### src/rtl/rgbw_frame_decoder_if.sv
// Byte stream from the SPI slave into the RGBW frame decoder.
interface rgbw_frame_decoder_if;
    logic       rdy;
    logic [7:0] data;
    logic       cs;

    modport master (output rdy, data, cs);
    modport slave  (input  rdy, data, cs);
endinterface

### src/rtl/rgbw_frame_decoder.sv
// Parses header + R/G/B/W byte frames into shadow levels and commits them atomically.
// Define RGBW_FRAME_CHECKSUM_EN to require a trailing XOR checksum byte on colour frames.
module rgbw_frame_decoder #(
    parameter logic [15:0] TIMEOUT_CYCLES = 16'd50000,
    parameter logic [7:0]  HDR_SET        = 8'hA5,
    parameter logic [7:0]  HDR_OFF        = 8'h5A
) (
    input  logic                 clk,
    input  logic                 reset,
    rgbw_frame_decoder_if.slave  bus,
    output logic [7:0]           red,
    output logic [7:0]           green,
    output logic [7:0]           blue,
    output logic [7:0]           white,
    output logic                 update,
    output logic                 frame_err,
    output logic                 busy
);

`ifdef RGBW_FRAME_CHECKSUM_EN
    typedef enum logic [2:0] {ST_IDLE, ST_R, ST_G, ST_B, ST_W, ST_CHK} state_t;
`else
    typedef enum logic [2:0] {ST_IDLE, ST_R, ST_G, ST_B, ST_W} state_t;
`endif

    state_t      state;
    state_t      state_next;
    logic        rdy_q;
    logic        take;
    logic        expire;
    logic        commit;
    logic        commit_zero;
    logic        err;
    logic [15:0] idle_cnt;
    logic [7:0]  shadow_r;
    logic [7:0]  shadow_g;
    logic [7:0]  shadow_b;
`ifdef RGBW_FRAME_CHECKSUM_EN
    logic [7:0]  shadow_w;
    logic [7:0]  chk_acc;
`endif

    // Bytes are dropped while cs is high, so an abort can never also advance the frame.
    assign take   = bus.rdy && !rdy_q && !bus.cs;
    assign expire = (TIMEOUT_CYCLES != '0) && (state != ST_IDLE) &&
                    (idle_cnt == TIMEOUT_CYCLES - 16'd1);
    assign busy   = (state != ST_IDLE);

    always_ff @(posedge clk or negedge reset) begin
        if (!reset) state <= ST_IDLE;
        else        state <= state_next;
    end

    always_comb begin
        state_next  = state;
        commit      = 1'b0;
        commit_zero = 1'b0;
        err         = 1'b0;
        if (state != ST_IDLE && bus.cs) begin
            state_next = ST_IDLE;
            err        = 1'b1;
        end else if (take) begin
            case (state)
                ST_IDLE: begin
                    if (bus.data == HDR_SET)      state_next  = ST_R;
                    else if (bus.data == HDR_OFF) commit_zero = 1'b1;
                    else                          err         = 1'b1;
                end
                ST_R: state_next = ST_G;
                ST_G: state_next = ST_B;
                ST_B: state_next = ST_W;
`ifdef RGBW_FRAME_CHECKSUM_EN
                ST_W: state_next = ST_CHK;
                ST_CHK: begin
                    state_next = ST_IDLE;
                    if (bus.data == chk_acc) commit = 1'b1;
                    else                     err    = 1'b1;
                end
`else
                ST_W: begin
                    state_next = ST_IDLE;
                    commit     = 1'b1;
                end
`endif
                default: state_next = ST_IDLE;
            endcase
        end else if (expire) begin
            state_next = ST_IDLE;
            err        = 1'b1;
        end
    end

    always_ff @(posedge clk or negedge reset) begin
        if (!reset) begin
            rdy_q     <= 1'b0;
            idle_cnt  <= '0;
            shadow_r  <= '0;
            shadow_g  <= '0;
            shadow_b  <= '0;
            red       <= '0;
            green     <= '0;
            blue      <= '0;
            white     <= '0;
            update    <= 1'b0;
            frame_err <= 1'b0;
`ifdef RGBW_FRAME_CHECKSUM_EN
            shadow_w  <= '0;
            chk_acc   <= '0;
`endif
        end else begin
            rdy_q     <= bus.rdy;
            update    <= commit || commit_zero;
            frame_err <= err;

            if (state == ST_IDLE || take)   idle_cnt <= '0;
            else if (TIMEOUT_CYCLES != '0)  idle_cnt <= idle_cnt + 16'd1;

            if (take) begin
                case (state)
                    ST_R: shadow_r <= bus.data;
                    ST_G: shadow_g <= bus.data;
                    ST_B: shadow_b <= bus.data;
`ifdef RGBW_FRAME_CHECKSUM_EN
                    ST_W: shadow_w <= bus.data;
`endif
                    default: ;
                endcase
            end

`ifdef RGBW_FRAME_CHECKSUM_EN
            // Running XOR seeded by the header byte; compared against the byte taken in CHK.
            if (take) chk_acc <= (state == ST_IDLE) ? bus.data : (chk_acc ^ bus.data);
`endif

            if (commit_zero) begin
                red   <= '0;
                green <= '0;
                blue  <= '0;
                white <= '0;
            end else if (commit) begin
                red   <= shadow_r;
                green <= shadow_g;
                blue  <= shadow_b;
`ifdef RGBW_FRAME_CHECKSUM_EN
                white <= shadow_w;
`else
                // White arrives on the committing cycle itself, straight from the bus.
                white <= bus.data;
`endif
            end
        end
    end

endmodule
### src/flat_wrapper.sv
// flat-port wrapper written by rule: the top's interface ports become plain ports
module rgbw_frame_decoder_flat 
#(
    parameter logic [15:0] TIMEOUT_CYCLES = 16'd50000,
    parameter logic [7:0]  HDR_SET        = 8'hA5,
    parameter logic [7:0]  HDR_OFF        = 8'h5A
)
  (clk, reset, red, green, blue, white, update, frame_err, busy, bus_rdy, bus_data, bus_cs);
  rgbw_frame_decoder_if bus_i ();
  input  logic clk;
  input  logic reset;
  output logic [7:0] red;
  output logic [7:0] green;
  output logic [7:0] blue;
  output logic [7:0] white;
  output logic update;
  output logic frame_err;
  output logic busy;
  input wire logic [$bits(bus_i.rdy)-1:0] bus_rdy;
  input wire logic [$bits(bus_i.data)-1:0] bus_data;
  input wire logic [$bits(bus_i.cs)-1:0] bus_cs;
  assign bus_i.rdy = bus_rdy;
  assign bus_i.data = bus_data;
  assign bus_i.cs = bus_cs;
  rgbw_frame_decoder #(.TIMEOUT_CYCLES(TIMEOUT_CYCLES), .HDR_SET(HDR_SET), .HDR_OFF(HDR_OFF)) u_core (.clk(clk), .reset(reset), .bus(bus_i), .red(red), .green(green), .blue(blue), .white(white), .update(update), .frame_err(frame_err), .busy(busy));
endmodule
### config.mk
export PLATFORM = sky130hd
export DESIGN_NAME = rgbw_frame_decoder_flat
export DESIGN_NICKNAME = d
export VERILOG_FILES = /design/src/rtl/rgbw_frame_decoder_if.sv /design/src/rtl/rgbw_frame_decoder.sv /design/src/flat_wrapper.sv
export SDC_FILE = /design/constraint.sdc
export NUM_CORES = 1
export LEC_CHECK = 0
export BUFFER_PORTS_ARGS = -buffer_cell sky130_fd_sc_hd__buf_2
export CAP_MARGIN = 20
export CORE_MARGIN = 5
export CORE_UTILIZATION = 48
export CTS_BUF_LIST = sky130_fd_sc_hd__clkbuf_8 sky130_fd_sc_hd__clkbuf_16
export DETAILED_ROUTE_END_ITERATION = 8
export HOLD_SLACK_MARGIN = 0.15
export PLACE_DENSITY = 0.69
export RECOVER_POWER = 100
export SYNTH_ARGS = -nofsm -noshare
export SYNTH_HDL_FRONTEND = slang
export SYNTH_SLANG_ARGS = --single-unit
### constraint.sdc
create_clock -name clk -period 2.1 [get_ports clk]
set_input_delay 0.21 -clock clk [delete_from_list [all_inputs] [get_ports clk]]
set_output_delay 0.21 -clock clk [all_outputs]
set_load 0.1 [all_outputs]
==> results_dict.tcl, run 1 <==
set metrics [dict create \
    outcome "completed" \
    tightest_slew_ns 1.187 \
    p_per_area_nw_per_um2 1121 \
    crit_buf_inv 3 \
    rows 30 \
    p_leak_nw 1.702 \
    power_mw 4.175 \
    place_inst 411 \
    nets 358 \
    worst-path-max-fanout 16 \
    io_pins 47 \
    gp_routability_congestion 0.8096 \
    route.final.wire_length_mm 6.627 \
    grt_max_degree 46 \
    hold_path.class "in -> reg" \
    crit_family "buffers and inverters" \
    final_cell_mix "78 x dfrtp_1, 68 x nand2_1, 34 x clkbuf_1, 30 x a21oi_1, 24 x mux2_2" \
    syn-num-nets 305 \
    rsz0062_at_grt "false" \
    worstPathArrival_ns 2.20 \
    initial_core_util_pct 48.37 \
    numCtsBuffers 9 \
    timing.fmax_mhz 501.6 \
    die_x_microns 92.06 \
    synth_seq_area_share_pct 60.39 \
    post-route-min-period_ns 1.994 \
    vias 2325 \
    wl_per_cell_microns 15.41 \
    htree_num_levels 3 \
    synth_edf_count 0 \
    setup_tns_ns 0 \
    clock_skew_ns 0.01472 \
    diodes 0 \
    layout-drive-gt1-share_pct 18.57 \
    clock_latency_ns 0.34 \
    setup_viol 0 \
    synthCells 292 \
    netlist_area_sq_um 3232 \
    cts_tree "yes" \
    synthArstFlopShare_pct 100.0 \
    drc_errors 0 \
    crit_type "in -> reg" \
    final_antenna_net_count 0 \
    cp_slowest_cell "dlygate4sd3_1" \
    cts_root_buffer "clkbuf_8" \
    final_common_cell "dfrtp_1" \
    post_cts_buffers 0 \
    hpwl_mm 4.541 \
    end_kind "register" \
    synth.distinct_cells 36 \
    grt_pass1_vias 2375 \
    cts_buffer_depth 2 \
    core_sq_um 6681 \
    die_y_microns 92.06 \
    synth-main-ff-cell "dfrtp_1" \
    grt_pass1_wl_mm 11.59 \
    clk_pin_slew_ns 0.09 \
    drt_pass1_iterations 4 \
    drv_slew 0 \
    yosys_register_bits 78 \
    cp-start-kind "input port" \
    drtIter0Drc 79 \
    cp.required_ns 2.31 \
    ir_drop_v 0.0005661 \
    finalHoldViolations 0 \
    synth.avg_cell_area_sq_um 11.07 \
    fillers 614 \
    portBuffers 46 \
    die_area_sq_um 8474 \
    fin_area_sq_um 3724 \
    grt_use_total_pct 17.26 \
    slew_headroom_pct 21.22 \
    synth_top_area_cell "dfrtp_1" \
    antenna_found_initial 0 \
    maxCapViolations 0 \
    synth_top_area_share_pct 60.39 \
    critPathMaxStageDelay_ns 0.52 \
    netlist_top_cells_area "dfrtp_1 60%, mux2_2 8.4%, nand2_1 7.9%" \
    dpl_cell_area_sq_um 3566 \
    overflow 0 \
    viasPerCell 5.407 \
    post-place-ws_ns 0.1236 \
    ys_warn_count 0 \
    period_share_pct 94.94 \
    clock-sinks 78 \
    crit_chain "dlygate4sd3_1, buf_2, or3b_1, a211o_1, nor2_2, clkbuf_2, a21oi_1" \
    finalNonFillerCells 430 \
    area_growth_pct 15.21 \
    worst_slack_ns 0.1063 \
]
[power breakdown]
group	switching, mW	internal (mW)	total [mW]
Clock	0.587	0.480	1.07
Sequential	0.168	1.79	1.95
Combinational	0.864	0.289	1.15
[synth_stat cells, types with 2 or more instances]
library cell / instances
nand2_1: 68
nor4bb_1: 4
nand4_1: 3
nand3_1: 6
dfrtp_1: 78
nand2b_1: 2
buf_2: 5
a211o_1: 2
nor3_1: 2
xor2_1: 8
nor2_1: 21
mux2_1: 3
a21oi_1: 30
clkbuf_1: 7
xnor2_1: 6
mux2_2: 24
and3_1: 3
a211oi_1: 2
[through the flow]
step	hold WS, ns	util [%]
2_1_floorplan	-0.08559	-
3_3_place_gp	0.1846	53.37
3_5_place_dp	0.1879	53.37
4_1_cts	0.1511	56.67
5_1_grt	0.1675	55.73
6_report	0.1650	55.73
[final cells by class]
| cell class | count | area, sq um | area share (%) |
|---|---|---|---|
| inverters | 1 | 3.754 | 0.1008 |
| clock inverters | 6 | 52.55 | 1.411 |
| well taps | 80 | 100.1 | 2.688 |
| flip-flops and latches | 78 | 1952 | 52.42 |
| repair buffers | 54 | 250.2 | 6.720 |
| multi-input cells | 201 | 1227 | 32.96 |
| clock buffers | 10 | 137.6 | 3.696 |
[tightest hold or removal path: stages]
cell and delay [ns]:
buf_2 0.14, nand2_1 0.06, a21oi_1 0.05
[layer usage]
layer | routed length, microns | vias to the layer above | part of all wire, % | global-route usage (%)
met4 | 101 | 0 | 1.5 | 6.312
li1 | - | 1098 | - | -
met1 | 2969 | 1171 | 45 | 21.35
met2 | 3298 | 46 | 50 | 29.74
met3 | 259 | 10 | 3.9 | 3.692
met5 | 0 | - | 0 | 0
[what timing repair did]
| item | CTS | global route |
|---|---|---|
| gates resized for setup | 0 | 0 |
| endpoints found under the hold margin | 35 | 0 |
| setup endpoints to repair | 0 | 1 |
| hold buffers | 3 | 0 |
[flip-flops by register name, summed over array words and instances (netlist names)]
register / count
u_core.blue: 8
u_core.frame_err: 1
u_core.green: 8
u_core.idle_cnt: 16
u_core.rdy_q: 1
u_core.red: 8
u_core.shadow_b: 8
u_core.shadow_g: 8
u_core.shadow_r: 8
u_core.state: 3
u_core.update: 1
u_core.white: 8
[final timing paths]
check / from / to / slack [ns] / cells after the start
max in group asynchronous: reset / u_core.shadow_g[7]$_DFFE_PN0P_ / 0.45 / 3
min in group asynchronous: reset / u_core.white[0]$_DFFE_PN0P_ / 0.49 / 2
min reg2reg: u_core.idle_cnt[0]$_DFF_PN0_ / u_core.idle_cnt[0]$_DFF_PN0_ / 0.49 / 1
max: bus_rdy / u_core.white[6]$_DFFE_PN0P_ / 0.11 / 7
min: bus_data[4] / u_core.white[4]$_DFFE_PN0P_ / 0.17 / 3
max reg2reg: u_core.state[2]$_DFFE_PN0P_ / u_core.white[6]$_DFFE_PN0P_ / 0.19 / 5
[kinds of logic after synthesis]
family / Yosys count / synth area share [%]
multiplexers: 27 / 9.408
adder cells (fa/ha/maj): 1 / 0.3871
AO/OA/AOI/OAI: 40 / 7.162
XOR/XNOR: 14 / 3.794
buffers and inverters: 13 / 1.703
flip-flops: 78 / 60.39
AND/OR/NAND/NOR: 119 / 17.15
No activity file was read; power rests on OpenSTA's default activity.
==> run 2: changes to the inputs <==
--- a/config.mk
+++ b/config.mk
@@ -8,12 +8,13 @@
 export BUFFER_PORTS_ARGS = -buffer_cell sky130_fd_sc_hd__buf_2
 export CAP_MARGIN = 20
 export CORE_MARGIN = 5
-export CORE_UTILIZATION = 48
+export CORE_UTILIZATION = 55
 export CTS_BUF_LIST = sky130_fd_sc_hd__clkbuf_8 sky130_fd_sc_hd__clkbuf_16
 export DETAILED_ROUTE_END_ITERATION = 8
 export HOLD_SLACK_MARGIN = 0.15
-export PLACE_DENSITY = 0.69
-export RECOVER_POWER = 100
+export PLACE_DENSITY = 0.77
+export RECOVER_POWER = 50
+export SKIP_LAST_GASP = 1
 export SYNTH_ARGS = -nofsm -noshare
 export SYNTH_HDL_FRONTEND = slang
 export SYNTH_SLANG_ARGS = --single-unit
==> run 2 against run 1 <==
Against the previous run: sequential power hardly changed; total power is 1.4% higher; count of clock-buffer cells in the layout stayed put; global-route usage is 3.1 points higher; worst setup slack worse by 0.013 ns; hold slack better by 0.012 ns; design area is 1.4% higher; die area is 11% lower; via count is 0.26% higher; clock power is 4% higher; maximum frequency is 0.67% lower; critical path type unchanged.
==> results_dict.tcl, run 2 (synthesis results as in run 1) <==
set metrics [dict create \
    largest_register_ffs 16 \
    finalHoldViolations 0 \
    fillers 497 \
    post-place-ws_ns 0.1451 \
    cts_tree "yes" \
    final_cell_mix "78 x dfrtp_1, 68 x nand2_1, 30 x a21oi_1, 30 x buf_2, 24 x mux2_2" \
    hpwl_mm 4.645 \
    cts_root_buffer "clkbuf_8" \
    reg2reg_depth 6 \
    area_growth_pct 16.84 \
    gp_routability_congestion 0.8363 \
    drc_errors 0 \
    drtIter0Drc 140 \
    final_common_cell "dfrtp_1" \
    die_y_microns 86.66 \
    overflow 0 \
    cts_buffer_depth 2 \
    power_mw 4.231 \
    gr-max-usage-layer "met2" \
    drt_pass1_iterations 4 \
    cp.required_ns 2.32 \
    maxCapViolations 0 \
    worst-path-max-fanout 8 \
    post-route-min-period_ns 2.007 \
    initial_core_util_pct 55.57 \
    gr-usage-met2_pct 33.52 \
    htree_num_levels 3 \
    wl_per_cell_microns 16.07 \
    p_per_area_nw_per_um2 1121 \
    ir_drop_v 0.0006953 \
    io_pins 47 \
    clock-sinks 78 \
    outcome "completed" \
    drv_slew 0 \
    nets 361 \
    setup_tns_ns 0 \
    viasPerCell 5.459 \
    end_kind "register" \
    rows 28 \
    timing.fmax_mhz 498.2 \
    period_share_pct 95.58 \
    layout-drive-gt1-share_pct 23.86 \
    diodes 0 \
    grt_max_degree 42 \
    gr-usage-met3_pct 5.133 \
    die_area_sq_um 7509 \
    grt_pass1_wl_mm 11.73 \
    portBuffers 46 \
    die_x_microns 86.66 \
    tightest_slew_ns 1.177 \
    fin_hold_ws_ns 0.1773 \
    route.final.wire_length_mm 6.860 \
    crit_type "in -> reg" \
    rsz0062_at_grt "false" \
    worstPathArrival_ns 2.23 \
    top_register "u_core.idle_cnt" \
    p_leak_nw 1.806 \
    cp-startpoint "bus_rdy" \
    final_antenna_net_count 0 \
    vias 2331 \
    slew_headroom_pct 21.85 \
    core_sq_um 5816 \
    clock_skew_ns 0.009605 \
    cp-start-kind "input port" \
    regToRegSetupSlack_ns 0.19 \
    clock_latency_ns 0.34 \
    grt_pass1_vias 2379 \
    numCtsBuffers 9 \
    use_met1_pct 26.02 \
    worst_slack_ns 0.09290 \
    hold_path.class "in -> reg" \
    setup_viol 0 \
    antenna_found_initial 0 \
    clk_pin_slew_ns 0.08 \
    crit_path_end "u_core.state[0]$_DFFE_PN0P_" \
    r2r_end "u_core.state[0]$_DFFE_PN0P_" \
    r2r-start "u_core.idle_cnt[0]$_DFF_PN0_" \
    grt_use_total_pct 20.38 \
]
run 2: stage by stage:
stage | instance area, sq um | cells | util (%)
after floorplan | 3232 | 292 | -
after global placement | 3555 | 407 | 61.12
after detailed placement | 3555 | 407 | 61.12
after CTS | 3802 | 427 | 65.38
after global routing | 3776 | 427 | 64.93
final | 3776 | 427 | 64.93
run 2: what timing repair did:
action                                  CTS  global route
endpoints found under the setup margin    0             1
hold buffers                              5             0
setup buffers                             0             0
gates resized for setup                   0             0
hold endpoints to repair                 43             0
run 2: report_power, final:
| part | leakage (nW) | switching (mW) | internal (mW) |
|---|---|---|---|
| logic | 0.642 | 0.866 | 0.301 |
| registers | 1.07 | 0.171 | 1.79 |
| clock network | 0.0983 | 0.529 | 0.577 |
run 2: worst min-delay path by stage:
stage | depth (start not counted) | end | startpoint | slack [ns]
after floorplan | 0 | u_core.blue[0]$_DFFE_PN0P_ | reset | -0.09
after global placement | 1 | u_core.idle_cnt[5]$_DFF_PN0_ | reset | 0.22
after detailed placement | 1 | u_core.idle_cnt[4]$_DFF_PN0_ | reset | 0.22
after CTS | 2 | u_core.white[0]$_DFFE_PN0P_ | bus_data[0] | 0.17
after global routing | 3 | u_core.white[6]$_DFFE_PN0P_ | bus_data[6] | 0.18
final | 3 | u_core.white[3]$_DFFE_PN0P_ | bus_data[3] | 0.18
run 2: layout make-up:
class / instances / area (sq um) / share of cell area (%)
Sequential cell: 78 / 1952 / 51.69
Multi-Input combinational cell: 201 / 1227 / 32.51
Timing Repair Buffer: 57 / 301.5 / 7.985
Clock buffer: 10 / 137.6 / 3.645
Tap cell: 75 / 93.84 / 2.485
Clock inverter: 5 / 60.06 / 1.590
Inverter: 1 / 3.754 / 0.09940
run 2: worst max-delay path, cell delays in order:
cell           delay [ns]
dlygate4sd3_1        0.52
buf_2                0.12
or3b_1               0.48
a211oi_1             0.37
a211o_1              0.19
mux2_1               0.34
run 2: routing by layer:
metal / wire length, microns / part of all wire, %
met1: 2937 / 43
met2: 3515 / 51
met3: 295 / 4.3
met4: 110 / 1.6
met5: 0 / 0
